==> config.mk <==
export PLATFORM = sky130hd
export DESIGN_NAME = multi_sync_filter
export DESIGN_NICKNAME = d
export VERILOG_FILES = /design/src/rtl/multi_sync_filter.sv
export SDC_FILE = /design/constraint.sdc
export NUM_CORES = 1
export LEC_CHECK = 0
export ABC_CLOCK_PERIOD_IN_PS = 1850
export CELL_PAD_IN_SITES_DETAIL_PLACEMENT = 1
export CELL_PAD_IN_SITES_GLOBAL_PLACEMENT = 1
export CORE_ASPECT_RATIO = 0.6
export CORE_MARGIN = 2
export CORE_UTILIZATION = 42
export DETAILED_ROUTE_END_ITERATION = 8
export HOLD_SLACK_MARGIN = 0.06
export PLACE_DENSITY_LB_ADDON = 0.1
export SLEW_MARGIN = 40
export SYNTH_ARGS = -nofsm -noshare
export SYNTH_HDL_FRONTEND = slang
export SYNTH_SLANG_ARGS = --single-unit
export TNS_END_PERCENT = 10
==> constraint.sdc <==
create_clock -name clk -period 1.85 [get_ports clk]
set_clock_uncertainty 0.05 [all_clocks]
set_input_delay 0.37 -clock clk [delete_from_list [all_inputs] [get_ports clk]]
set_output_delay 0.37 -clock clk [all_outputs]
set_load 0.01 [all_outputs]
==> src/rtl/multi_sync_filter.sv <==
// multi_sync_filter: per-channel async input synchronizer with stability filter and registered edge pulses
module multi_sync_filter #(
    parameter int WIDTH = 8,
    parameter int SYNC_STAGE = 3,
    parameter int FILTER_CNT = 4,
    parameter logic [WIDTH-1:0] RESET_VAL = '0
) (
    input  logic             clk,
    input  logic             sync_reset,
    input  logic [WIDTH-1:0] din,
    output logic [WIDTH-1:0] dout,
    output logic [WIDTH-1:0] rise,
    output logic [WIDTH-1:0] fall,
    output logic             change
);
    localparam int FMAX = (FILTER_CNT < 1) ? 1 : FILTER_CNT;
    localparam int CW = (FILTER_CNT > 0) ? $clog2(FILTER_CNT + 1) : 1;
    localparam logic [CW-1:0] CLAST = CW'(FMAX - 1);
    logic [WIDTH-1:0] w_s;
    logic [WIDTH-1:0] w_upd;
    logic [WIDTH-1:0] r_rise;
    logic [WIDTH-1:0] r_fall;
    logic             r_change;
    if (SYNC_STAGE < 2) begin : g_bad_sync
        $error("multi_sync_filter: SYNC_STAGE must be >= 2");
    end
    for (genvar c = 0; c < WIDTH; c++) begin : g_ch
        (* ASYNC_REG = "TRUE" *) logic [SYNC_STAGE-1:0] r_sync;
        logic [CW-1:0] r_cnt;
        logic          r_dout;
        assign w_s[c]   = r_sync[SYNC_STAGE-1];
        assign w_upd[c] = (w_s[c] != r_dout) && (r_cnt == CLAST);
        assign dout[c]  = r_dout;
        always_ff @(posedge clk) begin
            if (sync_reset) begin
                r_sync <= {SYNC_STAGE{RESET_VAL[c]}};
                r_cnt  <= '0;
                r_dout <= RESET_VAL[c];
            end else begin
                r_sync <= {r_sync[SYNC_STAGE-2:0], din[c]};
                r_cnt  <= (w_s[c] == r_dout || w_upd[c]) ? '0 : r_cnt + 1'b1;
                r_dout <= w_upd[c] ? w_s[c] : r_dout;
            end
        end
    end
    always_ff @(posedge clk) begin
        if (sync_reset) begin
            r_rise   <= '0;
            r_fall   <= '0;
            r_change <= 1'b0;
        end else begin
            r_rise   <= w_upd & w_s;
            r_fall   <= w_upd & ~w_s;
            r_change <= |w_upd;
        end
    end
    assign rise   = r_rise;
    assign fall   = r_fall;
    assign change = r_change;
endmodule

==> impl_metrics.yaml <==
critical_path:
  end_kind: "output port"
  cp_slowest_cell: "clkdlybuf4s50_1"
  r2r_cells: 5
  arrival_ps: 1360
  r2r-start: "g_ch[4].r_cnt[0]"
  worstPathMaxFanout: 5
  path_buf_inv: 1
  reg2reg_to: "change"
  cp.depth: 1
  worstPathCellList: "clkdlybuf4s50_1"
  startpoint_type: "flip-flop"
  r2r_slack_ps: 290
  critPathTopFamily: "buffers and inverters"
  critPathKind: "reg2out"
  worstPathRequired_ps: 1430
  cpPeakStageDelay_ps: 580
yosys:
  syn_nets: 255
  avgSynthCellArea_um2: 10.9
  synthesis.area_um2: 2490
  yosysWarnings: 0
  yosysSeqAreaShare_pct: 58.7
  netlist_instances: 229
  postSynthRegisterBits: 73
  synth.distinct_cells: 15
cts:
  clkLatencyLatePin_ps: 340
  clk_pin_slew_ps: 80
  cts_root_buf: "clkbuf_8"
  htreeDepth: 3
  clockBufferDepth: 2
  cts_setup_buffers: 0
  cts_tree: "yes"
  cts_sinks: 73
  cts_resized: 0
  cts_hold_buf: 0
  cts_buffers: 9
global_routing:
  grt_pass1_vias: 1516
  grt_max_degree: 27
  antenna_found_initial: 0
  grt_usage_pct: 14.7
  grt_overflow_total: 0
  grt_pass1_wl_mm: 7.04
timing:
  finalSetupViolations: 0
  setup_ws_ps: 72.3
  fin_crit_ps: 1780
  rsz0062_at_grt: "no"
  worstMarginPinSlew_ps: 471
  fmax_mhz: 563
  finalHoldViolations: 0
  setup_tns_ps: 0
  max-slew-margin-rel_pct: 68.6
  min_period_over_period_pct: 96.1
  report.final.slew_viol_count: 0
power_and_ir_drop:
  max-vdd-ir-drop_uv: 430
  powerDensity_nw_per_um2: 902
  p_comb_share_pct: 2.6
  power.leakage_nw: 1.10
  power.share.clock_pct: 38.9
  pwr-share-seq_pct: 58.5
  swShare_pct: 22.7
  p_int_w: 0.00212
  p_total_w: 0.00274
  p_sw_w: 0.000621
drt:
  vias: 1574
  finalWirelength_mm: 4.13
  dr.pass1.iters: 4
  ant_nets: 0
  drc: 0
  wl_per_cell_um: 11.8
  vias_per_cell: 4.51
  drt-initial-drc-count: 38
worst_hold_path:
  min_to: "g_ch[4].r_cnt[0]"
  hold_class: "reg2reg"
  worstHoldStart: "g_ch[4].r_cnt[0]"
  hold_depth: 1
final_layout:
  area_growth_syn_to_layout_pct: 22.1
  seq_area_um2: 1460
  fin_util_pct: 53.8
  final_cell_mix: "dfxtp_1 (73), clkdlybuf4s50_1 (33), nor2_1 (32)"
  stdcell_count: 349
  drive_gt1_share_pct: 7.43
  final_common_cell: "dfxtp_1"
  num-nets-final: 290
  n_fill_cell: 626
  multi_input_area_um2: 847
  antenna_cells: 0
floorplanning:
  pin_count: 35
  fp-row-count: 21
  die_h_um: 63.6
  fp.dieW_um: 103
  dieArea_um2: 6580
  coreArea_um2: 5650
  start_util_pct: 44.1
placed_design:
  io_buffer_count: 34
  dp_cells: 333
  place_congestion: 0.702
  dp_hpwl_mm: 3.00
  preCtsSetupSlack_ps: 288
job:
  drv_cap: 0
outcome:
  status: "finished clean"
-- worst max-delay path by stage --
stage	startpoint	end	slack [ps]
2_1_floorplan	g_ch[4].r_cnt[0]	change	430
3_3_place_gp	g_ch[4].r_cnt[0]	change	360
3_5_place_dp	g_ch[4].r_cnt[0]	change	290
4_1_cts	g_ch[7].r_dout	dout[7]	50
5_1_grt	g_ch[0].r_dout	dout[0]	10
6_report	g_ch[0].r_dout	dout[0]	70
-- logic make-up after synthesis --
| family | count (synthesis) | synth area share (%) |
|---|---|---|
| AO/OA/AOI/OAI | 5 | 1.46 |
| XOR/XNOR | 8 | 2.82 |
| adder cells (fa/ha/maj) | 16 | 8.04 |
| buffers and inverters | 39 | 7.24 |
| flip-flops | 73 | 58.7 |
| multiplexers | 8 | 3.22 |
| AND/OR/NAND/NOR | 80 | 18.5 |
-- power by group through the flow --
| stage | Sequential (W) | Combinational [W] | Clock [W] |
|---|---|---|---|
| 6_report | 0.00160 | 0.0000713 | 0.00107 |
| 5_1_grt | 0.00161 | 0.0000805 | 0.00118 |
| 4_1_cts | 0.00160 | 0.0000730 | 0.00112 |
| 3_5_place_dp | 0.00164 | 0.0000724 | 0 |
| 3_3_place_gp | 0.00164 | 0.0000707 | 0 |
| 2_1_floorplan | 0.00164 | 0.0000420 | 0 |
-- metrics by stage --
step	hold WS, ps	instance area [µm²]
global route	394	3040
detailed placement	363	2870
global placement	356	2870
floorplan	349	2490
CTS	375	3040
finish	370	3040
-- area by class of cell --
class,count,share of cell area [%]
Clock buffer,10,4.20
Clock inverter,6,1.44
Inverter,25,3.09
Multi-Input combinational cell,117,27.9
Sequential cell,73,48.1
Tap cell,80,3.29
Timing Repair Buffer,38,12.0
-- registers in the layout (all words and copies together) (netlist names) --
register and flops:
rise 8, change 1, g_ch.r_cnt 24, g_ch.r_dout 8, fall 8, g_ch.r_sync 24
-- routing by layer --
| layer | up-vias | GRT usage, % | wire, µm | share of wire (%) |
|---|---|---|---|---|
| met5 | - | 0 | 0 | 0 |
| met4 | 0 | 6.41 | 57 | 1.4 |
| met3 | 6 | 6.88 | 226 | 5.5 |
| met2 | 37 | 20.2 | 1720 | 42 |
| met1 | 727 | 19.4 | 2120 | 51 |
| li1 | 804 | - | - | - |
-- cell usage after synthesis (all sizes together) --
| library cell | number | area (µm²) |
|---|---|---|
| o22ai | 4 | 25.0 |
| nor4b | 16 | 140 |
| buf | 10 | 70.1 |
| or3 | 8 | 50.1 |
| clkbuf | 4 | 16.3 |
| o41a | 1 | 11.3 |
| ha | 16 | 200 |
| nor2 | 32 | 120 |
| xnor2 | 8 | 70.1 |
| nor2b | 24 | 150 |
| dfxtp | 73 | 1460 |
| inv | 25 | 93.8 |
| mux2i | 8 | 80.1 |
Power figures use the tool's default switching activity.
